File: src/rtl/mips_ctrl_pkg.sv
// Shared encodings for the MIPS multi-cycle controller: states, instruction
// classes, opcode/funct values and datapath mux select codes.
package mips_ctrl_pkg;

    typedef enum logic [3:0] {
        ST_FETCH    = 4'd0,
        ST_DECODE   = 4'd1,
        ST_EXEC_R   = 4'd2,
        ST_EXEC_I   = 4'd3,
        ST_MEM_ADDR = 4'd4,
        ST_MEM_RD   = 4'd5,
        ST_MEM_WR   = 4'd6,
        ST_WB_MEM   = 4'd7,
        ST_WB_ALU   = 4'd8,
        ST_BRANCH   = 4'd9,
        ST_JUMP     = 4'd10,
        ST_MULDIV   = 4'd11,
        ST_HALT     = 4'd12
    } state_t;

    typedef enum logic [3:0] {
        CLS_ILLEGAL, CLS_ALU_R, CLS_ALU_I, CLS_LOAD, CLS_STORE, CLS_BRANCH,
        CLS_J, CLS_JAL, CLS_JR, CLS_SYSCALL, CLS_MULDIV
    } instr_class_t;

    localparam logic [5:0] OP_RTYPE = 6'b000000;
    localparam logic [5:0] OP_BGEZ  = 6'b000001;
    localparam logic [5:0] OP_J     = 6'b000010;
    localparam logic [5:0] OP_JAL   = 6'b000011;
    localparam logic [5:0] OP_BEQ   = 6'b000100;
    localparam logic [5:0] OP_BNE   = 6'b000101;
    localparam logic [5:0] OP_BLEZ  = 6'b000110;
    localparam logic [5:0] OP_BGTZ  = 6'b000111;
    localparam logic [5:0] OP_ADDI  = 6'b001000;
    localparam logic [5:0] OP_ADDIU = 6'b001001;
    localparam logic [5:0] OP_SLTI  = 6'b001010;
    localparam logic [5:0] OP_ANDI  = 6'b001100;
    localparam logic [5:0] OP_ORI   = 6'b001101;
    localparam logic [5:0] OP_XORI  = 6'b001110;
    localparam logic [5:0] OP_LUI   = 6'b001111;
    localparam logic [5:0] OP_LB    = 6'b100000;
    localparam logic [5:0] OP_LW    = 6'b100011;
    localparam logic [5:0] OP_SB    = 6'b101000;
    localparam logic [5:0] OP_SW    = 6'b101011;

    localparam logic [5:0] FN_JR      = 6'b001000;
    localparam logic [5:0] FN_SYSCALL = 6'b001100;
    localparam logic [5:0] FN_MULT    = 6'b011000;
    localparam logic [5:0] FN_DIV     = 6'b011010;

    localparam logic [1:0] PCSRC_ALU  = 2'b00;
    localparam logic [1:0] PCSRC_ALUOUT = 2'b01;
    localparam logic [1:0] PCSRC_JUMP = 2'b10;
    localparam logic [1:0] PCSRC_RS   = 2'b11;

    localparam logic [1:0] ALUOP_ADD    = 2'b00;
    localparam logic [1:0] ALUOP_SUB    = 2'b01;
    localparam logic [1:0] ALUOP_FUNCT  = 2'b10;
    localparam logic [1:0] ALUOP_OPCODE = 2'b11;

    localparam logic [1:0] SRCB_RT     = 2'b00;
    localparam logic [1:0] SRCB_FOUR   = 2'b01;
    localparam logic [1:0] SRCB_IMM    = 2'b10;
    localparam logic [1:0] SRCB_IMM_SH = 2'b11;

    localparam logic [1:0] DST_RT = 2'b00;
    localparam logic [1:0] DST_RD = 2'b01;
    localparam logic [1:0] DST_RA = 2'b10;

    localparam logic [1:0] M2R_ALUOUT = 2'b00;
    localparam logic [1:0] M2R_MDR    = 2'b01;
    localparam logic [1:0] M2R_PC     = 2'b10;

    localparam logic [2:0] BR_EQ  = 3'b000;
    localparam logic [2:0] BR_NE  = 3'b001;
    localparam logic [2:0] BR_LEZ = 3'b010;
    localparam logic [2:0] BR_GTZ = 3'b011;
    localparam logic [2:0] BR_GEZ = 3'b100;

endpackage

File: src/rtl/mips_instr_classify.sv
// Combinational opcode/funct decoder producing the instruction class, branch
// condition and byte-access flag. MULT/DIV are legal only with MIPS_MULDIV_EN.
module mips_instr_classify
    import mips_ctrl_pkg::*;
(
    input  logic [5:0]   opcode,
    input  logic [5:0]   funct,
    output instr_class_t cls,
    output logic [2:0]   br_cond,
    output logic         mem_byte
);

    always_comb begin
        cls      = CLS_ILLEGAL;
        br_cond  = BR_EQ;
        mem_byte = 1'b0;
        case (opcode)
            OP_RTYPE: begin
                case (funct)
                    FN_JR:          cls = CLS_JR;
                    FN_SYSCALL:     cls = CLS_SYSCALL;
`ifdef MIPS_MULDIV_EN
                    FN_MULT, FN_DIV: cls = CLS_MULDIV;
`else
                    FN_MULT, FN_DIV: cls = CLS_ILLEGAL;
`endif
                    default:        cls = CLS_ALU_R;
                endcase
            end
            OP_ADDI, OP_ADDIU, OP_SLTI, OP_ANDI, OP_ORI, OP_XORI, OP_LUI:
                cls = CLS_ALU_I;
            OP_LW: cls = CLS_LOAD;
            OP_LB: begin cls = CLS_LOAD;  mem_byte = 1'b1; end
            OP_SW: cls = CLS_STORE;
            OP_SB: begin cls = CLS_STORE; mem_byte = 1'b1; end
            OP_BEQ:  begin cls = CLS_BRANCH; br_cond = BR_EQ;  end
            OP_BNE:  begin cls = CLS_BRANCH; br_cond = BR_NE;  end
            OP_BLEZ: begin cls = CLS_BRANCH; br_cond = BR_LEZ; end
            OP_BGTZ: begin cls = CLS_BRANCH; br_cond = BR_GTZ; end
            OP_BGEZ: begin cls = CLS_BRANCH; br_cond = BR_GEZ; end
            OP_J:    cls = CLS_J;
            OP_JAL:  cls = CLS_JAL;
            default: cls = CLS_ILLEGAL;
        endcase
    end

endmodule

File: src/rtl/mips_multicycle_ctrl.sv
// Multi-cycle MIPS control FSM: fetch/decode/execute/memory/writeback strobes.
// Define MIPS_MULDIV_EN to add the MULT/DIV handshake (md_start/md_done).
module mips_multicycle_ctrl
    import mips_ctrl_pkg::*;
(
    input  logic       clk,
    input  logic       rst_n,
    input  logic [5:0] opcode,
    input  logic [5:0] funct,
    input  logic       mem_ready,
`ifdef MIPS_MULDIV_EN
    input  logic       md_done,
    output logic       md_start,
`endif
    output logic       pc_write,
    output logic       pc_write_cond,
    output logic [1:0] pc_source,
    output logic       i_or_d,
    output logic       mem_read,
    output logic       mem_write,
    output logic       mem_byte,
    output logic       ir_write,
    output logic       reg_write,
    output logic [1:0] reg_dst,
    output logic [1:0] mem_to_reg,
    output logic       alu_src_a,
    output logic [1:0] alu_src_b,
    output logic [1:0] alu_op,
    output logic [2:0] br_cond,
    output logic       retire,
    output logic       illegal,
    output logic       halted,
    output logic [3:0] state
);

    state_t       state_q, state_d;
    instr_class_t dec_cls, cls_q;
    logic [2:0]   dec_br, br_q;
    logic         dec_byte, byte_q;

    mips_instr_classify u_classify (
        .opcode   (opcode),
        .funct    (funct),
        .cls      (dec_cls),
        .br_cond  (dec_br),
        .mem_byte (dec_byte)
    );

    always_ff @(posedge clk or negedge rst_n) begin
        if (!rst_n) begin
            state_q <= ST_FETCH;
            cls_q   <= CLS_ILLEGAL;
            br_q    <= BR_EQ;
            byte_q  <= 1'b0;
        end else begin
            state_q <= state_d;
            if (state_q == ST_DECODE) begin
                cls_q  <= dec_cls;
                br_q   <= dec_br;
                byte_q <= dec_byte;
            end
        end
    end

`ifdef MIPS_MULDIV_EN
    // Set after the first MULDIV cycle so md_start pulses once per instruction.
    logic md_busy;
    always_ff @(posedge clk or negedge rst_n) begin
        if (!rst_n) md_busy <= 1'b0;
        else        md_busy <= (state_q == ST_MULDIV) && (state_d == ST_MULDIV);
    end
`endif

    assign state = state_q;

    always_comb begin
        state_d       = state_q;
        pc_write      = 1'b0;
        pc_write_cond = 1'b0;
        pc_source     = PCSRC_ALU;
        i_or_d        = 1'b0;
        mem_read      = 1'b0;
        mem_write     = 1'b0;
        mem_byte      = 1'b0;
        ir_write      = 1'b0;
        reg_write     = 1'b0;
        reg_dst       = DST_RT;
        mem_to_reg    = M2R_ALUOUT;
        alu_src_a     = 1'b0;
        alu_src_b     = SRCB_RT;
        alu_op        = ALUOP_ADD;
        br_cond       = BR_EQ;
        retire        = 1'b0;
        illegal       = 1'b0;
        halted        = 1'b0;
`ifdef MIPS_MULDIV_EN
        md_start      = 1'b0;
`endif
        case (state_q)
            ST_FETCH: begin
                mem_read = 1'b1;
                if (mem_ready) begin
                    ir_write  = 1'b1;
                    pc_write  = 1'b1;
                    alu_src_b = SRCB_FOUR;
                    state_d   = ST_DECODE;
                end
            end
            ST_DECODE: begin
                alu_src_b = SRCB_IMM_SH;
                case (dec_cls)
                    CLS_ALU_R:   state_d = ST_EXEC_R;
                    CLS_ALU_I:   state_d = ST_EXEC_I;
                    CLS_LOAD,
                    CLS_STORE:   state_d = ST_MEM_ADDR;
                    CLS_BRANCH:  state_d = ST_BRANCH;
                    CLS_J, CLS_JAL, CLS_JR: state_d = ST_JUMP;
                    CLS_SYSCALL: state_d = ST_HALT;
                    CLS_MULDIV:  state_d = ST_MULDIV;
                    default: begin
                        illegal = 1'b1;
                        state_d = ST_FETCH;
                    end
                endcase
            end
            ST_EXEC_R: begin
                alu_src_a = 1'b1;
                alu_op    = ALUOP_FUNCT;
                state_d   = ST_WB_ALU;
            end
            ST_EXEC_I: begin
                alu_src_a = 1'b1;
                alu_src_b = SRCB_IMM;
                alu_op    = ALUOP_OPCODE;
                state_d   = ST_WB_ALU;
            end
            ST_WB_ALU: begin
                reg_write = 1'b1;
                reg_dst   = (cls_q == CLS_ALU_R) ? DST_RD : DST_RT;
                retire    = 1'b1;
                state_d   = ST_FETCH;
            end
            ST_MEM_ADDR: begin
                alu_src_a = 1'b1;
                alu_src_b = SRCB_IMM;
                state_d   = (cls_q == CLS_STORE) ? ST_MEM_WR : ST_MEM_RD;
            end
            ST_MEM_RD: begin
                i_or_d   = 1'b1;
                mem_read = 1'b1;
                mem_byte = byte_q;
                if (mem_ready) state_d = ST_WB_MEM;
            end
            ST_MEM_WR: begin
                i_or_d    = 1'b1;
                mem_write = 1'b1;
                mem_byte  = byte_q;
                if (mem_ready) begin
                    retire  = 1'b1;
                    state_d = ST_FETCH;
                end
            end
            ST_WB_MEM: begin
                reg_write  = 1'b1;
                mem_to_reg = M2R_MDR;
                retire     = 1'b1;
                state_d    = ST_FETCH;
            end
            ST_BRANCH: begin
                alu_src_a     = 1'b1;
                alu_op        = ALUOP_SUB;
                pc_write_cond = 1'b1;
                pc_source     = PCSRC_ALUOUT;
                br_cond       = br_q;
                retire        = 1'b1;
                state_d       = ST_FETCH;
            end
            ST_JUMP: begin
                pc_write  = 1'b1;
                retire    = 1'b1;
                pc_source = (cls_q == CLS_JR) ? PCSRC_RS : PCSRC_JUMP;
                if (cls_q == CLS_JAL) begin
                    reg_write  = 1'b1;
                    reg_dst    = DST_RA;
                    mem_to_reg = M2R_PC;
                end
                state_d = ST_FETCH;
            end
            ST_MULDIV: begin
`ifdef MIPS_MULDIV_EN
                md_start = !md_busy;
                if (md_busy && md_done) begin
                    retire  = 1'b1;
                    state_d = ST_FETCH;
                end
`else
                state_d = ST_FETCH;
`endif
            end
            ST_HALT: halted = 1'b1;
            default: state_d = ST_FETCH;
        endcase
    end

endmodule

File: config.mk
export PLATFORM = sky130hd
export DESIGN_NAME = mips_multicycle_ctrl
export DESIGN_NICKNAME = d
export VERILOG_FILES = /design/src/rtl/mips_ctrl_pkg.sv /design/src/rtl/mips_instr_classify.sv /design/src/rtl/mips_multicycle_ctrl.sv
export SDC_FILE = /design/constraint.sdc
export NUM_CORES = 1
export LEC_CHECK = 0
export BUFFER_PORTS_ARGS = -buffer_cell sky130_fd_sc_hd__buf_2
export CAP_MARGIN = 10
export CORE_UTILIZATION = 40
export DETAILED_ROUTE_END_ITERATION = 8
export PLACE_DENSITY_LB_ADDON = 0.05
export SYNTH_ARGS = -nofsm -noshare
export SYNTH_HDL_FRONTEND = slang
export SYNTH_HIERARCHICAL = 1
export SYNTH_SLANG_ARGS = --single-unit
File: constraint.sdc
create_clock -name clk -period 1.3 [get_ports clk]
set_input_delay 0.065 -clock clk [delete_from_list [all_inputs] [get_ports clk]]
set_output_delay 0.065 -clock clk [all_outputs]
set_load 0.05 [all_outputs]
==> summary.md, run 1 <==
| Metric | Value |
|---|---|
| Synth Instances | `137` |
| Worst Reg-to-Reg Cells | `5` |
| Final setup viols | `37` |
| Nets | `248` |
| Setup slack, reg-to-reg | `-0.25 ns` |
| Largest cells by area after synthesis | `dfrtp_1 25%, mux2_2 8.6%, nor2_1 3.8%` |
| First-pass GRT wire length | `6510 um` |
| Routed vias | `about 1500` |
| Num CTS Buffers | `3` |
| CP max stage delay | `about 0.45 ns` |
| Failing checks | `setup timing` |
| Crit path required time | `between 1 and 1.5 ns` |
| Dpl hpwl | `between 2000 and 3000 um` |
| Post-synth top area share | `between 20 and 30%` |
| Yosys warns | `6` |
| Cell Pwr Density | `~2400 nW/um^2` |
| DR WL/cell | `~20 um` |
| Status | `finished, violations left` |
| DRT iter0 DRCs | `between 40 and 50` |
| Final hold vios | `0` |
| Seq/Total Area, Yosys | `approximately a quarter` |
| # diodes | `0` |
| Most frequent cells in the layout | `43 x buf_4, 19 x buf_6, 18 x buf_8` |
| Vias in the first global route | `roughly 1400` |
| Clk slew on worst S/H paths | `about 0.090 ns` |
| Slew @ Worst Pin | `0.351 ns` |
| Worst flop-to-flop path endpoint | `cls_q[0]$_DFFE_PN0P_` |
| Yosys reg bits | `12` |
| Multi-input logic area | `between 1000 and 1500 um^2` |
| Final min period | `approximately 1.7 ns` |
| Crit path launch type | `register` |
| Post-Syn Area per Cell | `approximately 8.6 um^2` |
| FF/Latch Area | `305 um^2` |
| First-pass detailed-route iteration total | `4` |
| Cell taking the most area after synthesis | `dfrtp_1` |
| Root buf cell | `clkbuf_4` |
| Setup WS post-layout | `-0.441 ns` |
| Gr ovfl total | `0` |
| # clock sinks | `12` |
| Slew Viols, Final | `0` |
| Port Buffers | `43` |
| Crit Path Class | `register to primary output` |
| Post-layout util | `between 90% and 100%` |
| Area grow syn2layout | `112%` |
| Leak pwr | `1.16 nW` |
| Synthesized area | `1180 um^2` |
| Critical path peak fanout | `5` |
| Remaining DRCs | `0` |
| DIE AREA | `approximately 3200 um^2` |
| End of the critical path | `reg_dst[0]` |
| Layout cells sized above 1 | `about three quarters` |
| Die height | `around 56 um` |
| CTS tree | `built` |
| Routed Wire Length | `roughly 5300 um` |
| Worst-Skew Late Latency | `approximately 0.29 ns` |
| Max Buffers Root-to-Sink | `2` |
| All-Layer GR Usage | `between 20% and 30%` |
| Setup Skew | `0.0104 ns` |
| Worst Setup SP | `state[1]$_DFFE_PN0P_` |
| Crit-path slowest cell | `dfrtp_2` |
| Critical Path AT | `1.68 ns` |
| Synth Net Count | `between 150 and 200` |
| F_max | `between 0.5 and 0.6 GHz` |
| Initial core utilization | `between 40 and 50%` |
| Commonest non-fill, non-tap cell in the layout | `buf_4` |
| IO Count | `44` |
| Largest net degree at the start of global routing | `13` |
| Htree depth | `1` |
| Hold WC Path Type | `input port to asynchronous set/reset pin` |
| Pre-CTS setup slack | `-0.355 ns` |
| Worst-path cell chain | `buf_4 -> nor2_4 -> nand2_2 -> nor4b_4 -> buf_6` |
| Worst slew margin | `76.3%` |
| Core Region | `~2800 um^2` |
| Via density | `about 5.8` |
| FP Rows | `19` |
| R2r startpoint | `state[1]$_DFFE_PN0P_` |
| Critical Path End Type | `primary output` |
| Initial antenna violation count | `0` |
| Die Wd | `about 56 um` |
| GP Congestion | `roughly 0.78` |
| Yosys cell types | `50` |
| RSZ-0062 raised after global routing | `true` |
| Max cap viols | `0` |
| # fillers | `about 120` |
| Post-route ant nets | `0` |
| Period utilization | `134%` |
| VDD IR-drop max | `~0.0029 V` |
[cell families (layout without fill, tap and decap cells)]
logic type,count (synthesis),count (layout),share of synthesized area (%)
simple gates,72,72,40.3
flops,12,12,25.4
xor+xnor,3,3,2.22
buf+inv,14,109,6.57
mux,10,10,9.43
compound gates,26,26,16.1
[metrics by stage]
step	instances	hold WS [ns]	total power [mW]	setup TNS (ns)	area (um^2)
3_5_place_dp	246	-0.0414	4.34	-3.61	1960
6_report	263	0.244	6.14	-10.0	2510
4_1_cts	255	0.203	5.35	-7.37	2350
2_1_floorplan	137	-0.231	3.22	-6.95	1450
5_1_grt	263	0.254	6.32	-11.27	2510
3_3_place_gp	246	-0.0451	4.28	-2.77	1960
[worst min path at each step]
stage,slack [ns],endpoint
final,0.24,cls_q[3]$_DFFE_PN0P_
after global routing,0.25,cls_q[3]$_DFFE_PN0P_
after CTS,0.20,cls_q[1]$_DFFE_PN0P_
after detailed placement,-0.04,cls_q[1]$_DFFE_PN0P_
after global placement,-0.05,cls_q[2]$_DFFE_PN0P_
after floorplan,-0.23,br_q[0]$_DFFE_PN0P_
[worst max-delay path, delay by kind of cell (launching register included)]
kind	cells	cell delay, ns
flops	1	0.45
buf+inv	2	0.39
simple gates	3	0.57
[synthesized netlist by cell type (all sizes together)]
cell / instances
a2111oi: 1
a211o: 2
a211oi: 3
a21o: 3
a21oi: 5
a221oi: 1
a22o: 1
a31oi: 1
and2: 5
and3: 4
and3b: 1
and4: 3
and4bb: 1
buf: 8
clkbuf: 3
dfrtp: 12
inv: 3
mux2: 9
mux2i: 1
nand2: 11
nand2b: 8
nand3: 2
nand4b: 2
nor2: 12
nor2b: 8
nor3: 4
nor3b: 1
nor4: 1
nor4b: 5
nor4bb: 1
o211ai: 2
o21a: 1
o21ai: 3
o21bai: 2
o22ai: 1
or3: 1
or3b: 1
or4b: 1
xnor2: 2
xor2: 1
[report_power, final]
part,internal (mW),switching [mW],total [mW]
clock network,0.171,0.151,0.322
registers,0.496,0.147,0.644
logic,2.39,2.79,5.17
total,3.05,3.09,6.14
[registers in the layout (all words and copies together), names as in the netlist]
register and cells:
byte_q 1, cls_q 4, br_q 3, state 4
[routing by layer]
| layer | GRT usage, % | up-vias | part of all wire (%) |
|---|---|---|---|
| met4 | 10.5 | 0 | 3.2 |
| li1 | - | 689 | - |
| met5 | 0 | - | 0 |
| met2 | 50.7 | 62 | 53 |
| met3 | 3.23 | 19 | 4.6 |
| met1 | 28.9 | 743 | 39 |
[cell type report]
class	instances	share of cell area (%)
repair buffers	102	39.3
well taps	31	1.55
inverters	3	0.599
flip-flops and latches	12	12.2
clock buffers	4	1.45
multi-input cells	111	45.0
[repair_timing]
item,4_1_cts,5_1_grt
hold buffers,1,0
pin swaps,13,13
gates resized for setup,86,23
endpoints found under the setup margin,37,39
hold endpoints to repair,12,0
setup buffers,4,8
gates cloned,0,0
(Power assumes the default switching activity.)
==> run 2, diff against run 1 <==
--- a/config.mk
+++ b/config.mk
@@ -5,10 +5,11 @@
 export SDC_FILE = /design/constraint.sdc
 export NUM_CORES = 1
 export LEC_CHECK = 0
-export BUFFER_PORTS_ARGS = -buffer_cell sky130_fd_sc_hd__buf_2
 export CAP_MARGIN = 10
+export CORE_ASPECT_RATIO = 0.5
 export CORE_UTILIZATION = 40
 export DETAILED_ROUTE_END_ITERATION = 8
+export DONT_BUFFER_PORTS = 1
 export PLACE_DENSITY_LB_ADDON = 0.05
 export SYNTH_ARGS = -nofsm -noshare
 export SYNTH_HDL_FRONTEND = slang
==> constraint.sdc (replaced) <==
create_clock -name clk -period 1.9 [get_ports clk]
set_input_delay 0.095 -clock clk [delete_from_list [all_inputs] [get_ports clk]]
set_output_delay 0.095 -clock clk [all_outputs]
set_load 0.05 [all_outputs]
==> summary.md, run 2 (same netlist as run 1, synthesis figures left out) <==
| Metric | Value |
|---|---|
| GP Congestion | `0.711 (was 0.780)` |
| Leak pwr | `0.723 nW (was 1.16 nW)` |
| Final hold vios | `0 (unchanged)` |
| RSZ-0062 raised after global routing | `false (was true)` |
| CTS tree | `built (unchanged)` |
| Worst Reg-to-Reg Cells | `3 (was 5)` |
| Switching power | `1.49 mW (was 3.09 mW)` |
| Initial core utilization | `43.7% (was 42.5%)` |
| Initial antenna violation count | `0 (unchanged)` |
| Via density | `5.52 (was 5.75)` |
| Port Buffers | `0 (was 43)` |
| Dpl hpwl | `2270 um (was 2660 um)` |
| Htree depth | `1 (unchanged)` |
| Hold WC Path Type | `input port to register (was input port to asynchronous set/reset pin)` |
| Max cap viols | `0 (unchanged)` |
| Switching share of power | `53.3% (was 50.3%)` |
| Nets | `177 (was 248)` |
| Hold Crit Depth | `2` |
| Slew Viols, Final | `0 (unchanged)` |
| Core Region | `2700 um^2 (was 2780 um^2)` |
| Hold Worst Slack | `0.145 ns (was 0.244 ns)` |
| FP Rows | `13 (was 19)` |
| # clock sinks | `12 (unchanged)` |
| DIE AREA | `3190 um^2 (was 3170 um^2)` |
| Worst slew margin | `64.8% (was 76.3%)` |
| Period utilization | `93.1%` |
| DRT iter0 DRCs | `37 (was 44)` |
| Critical path peak fanout | `15 (was 5)` |
| F_max | `between 0.5 and 0.6 GHz` |
| Num CTS Buffers | `3 (unchanged)` |
| Critical Path AT | `1.67 ns (was 1.68 ns)` |
| Clock power share | `9.7% (was 5.2%)` |
| First-pass GRT wire length | `4640 um (was 6510 um)` |
| Vias in the first global route | `989 (was 1444)` |
| Area grow syn2layout | `36.8% (was 112%)` |
| Cell Pwr Density | `1730 nW/um^2 (was 2450 nW/um^2)` |
| Final Power | `2.79 mW (was 6.14 mW)` |
| Die height | `40.4 um (was 56.3 um)` |
| Most frequent cells in the layout | `23 x buf_4, 11 x nand2_1, 11 x nor2_1, 11 x dfrtp_1, 9 x mux2_2 (was 43 x buf_4, 19 x buf_6, 18 x buf_8)` |
| Root buf cell | `clkbuf_8 (was clkbuf_4)` |
| Gr ovfl total | `0 (unchanged)` |
| Layout cells sized above 1 | `43.5% (was 74.6%)` |
| Post-route ant nets | `0 (unchanged)` |
| Die Wd | `78.9 um (was 56.3 um)` |
| Setup Skew | `0.000289 ns (was 0.0104 ns)` |
| Worst-Skew Late Latency | `0.23 ns (was 0.29 ns)` |
| Slew @ Worst Pin | `0.527 ns (was 0.351 ns)` |
| Crit path required time | `1.80 ns (was 1.24 ns)` |
| # diodes | `0 (unchanged)` |
| Routed vias | `1092 (was 1513)` |
| Fin Setup TNS | `0 ns (was -10.0 ns)` |
| Max Buffers Root-to-Sink | `2 (unchanged)` |
| Status | `finished, final reports clean (was finished, violations left)` |
| Final min period | `1.77 ns` |
| Area after DPL | `1550 um^2 (was 1960 um^2)` |
| Design Area, Final | `1620 um^2 (was 2510 um^2)` |
| Comb pwr share | `73.4% (was 84.3%)` |
| VDD IR-drop max | `0.00128 V (was 0.00289 V)` |
| Commonest non-fill, non-tap cell in the layout | `buf_4 (unchanged)` |
| Largest net degree at the start of global routing | `16 (was 13)` |
| Seq pwr share | `16.9% (was 10.5%)` |
| Final setup viols | `0 (was 37)` |
| Clk slew on worst S/H paths | `0.05 ns (was 0.09 ns)` |
| All-Layer GR Usage | `19.4% (was 26.3%)` |
| # resized after CTS | `0 (was 86)` |
| Power Internal | `1.30 mW (was 3.05 mW)` |
| Crit Path Class | `register to primary output (unchanged)` |
| Routed Wire Length | `2890 um (was 5310 um)` |
| Remaining DRCs | `0 (unchanged)` |
| DR WL/cell | `14.6 um (was 20.2 um)` |
| Critical Path End Type | `primary output (unchanged)` |
| IO Count | `44 (unchanged)` |
| Crit path launch type | `register (unchanged)` |
| First-pass detailed-route iteration total | `4 (unchanged)` |
-- run 2: metrics by stage --
step           utilization (%)  instances  setup slack [ns]
6_report                  59.8        198             0.131
4_1_cts                   59.8        198             0.121
2_1_floorplan                -        137           -0.0552
5_1_grt                   59.8        198            0.0147
3_3_place_gp              57.4        193             0.346
3_5_place_dp              57.4        193             0.297
-- run 2: final timing paths --
kind	startpoint	to	slack, ns
hold reg to reg	byte_q$_DFFE_PN0P_	byte_q$_DFFE_PN0P_	0.50
setup / recovery	state[3]$_DFFE_PN0P_	reg_write	0.13
hold / removal	opcode[0]	br_q[2]$_DFFE_PN0P_	0.14
min in group asynchronous	rst_n	cls_q[3]$_DFFE_PN0P_	0.28
setup reg to reg	state[0]$_DFFE_PN0P_	br_q[0]$_DFFE_PN0P_	0.38
max in group asynchronous	rst_n	state[3]$_DFFE_PN0P_	1.24
-- run 2: power by group through the flow --
stage | sequential (mW) | clock, mW | combinational [mW]
after floorplan | 0.554 | 0 | 1.35
after global placement | 0.471 | 0 | 2.03
after detailed placement | 0.474 | 0 | 2.05
after CTS | 0.469 | 0.274 | 2.06
after global routing | 0.487 | 0.288 | 2.16
final | 0.470 | 0.271 | 2.05
-- run 2: routing by layer --
layer,track usage (%),vias up,share of wire [%]
li1,-,550,-
met1,26.2,498,50
met2,33.5,44,42
met3,4.09,0,7.9
met4,2.73,0,0
met5,0,-,0
-- run 2: cell type report --
| class | instances | area (um^2) |
|---|---|---|
| Tap cell | 37 | 46.3 |
| Multi-Input combinational cell | 111 | 878 |
| Fill cell | 259 | 1080 |
| Sequential cell | 12 | 302 |
| Timing Repair Buffer | 31 | 323 |
| Clock buffer | 4 | 55.1 |
| Inverter | 3 | 11.3 |
-- run 2: timing repair --
action | 4_1_cts | 5_1_grt
hold buffers | 1 | 0
setup buffers | 0 | 0
endpoints found under the hold margin | 12 | 0
-- run 2: worst max-delay path: stages (launching register included) --
cell	delay [ns]
dfrtp_2	0.52
and4bb_4	0.27
and4_4	0.18
or3b_4	0.47
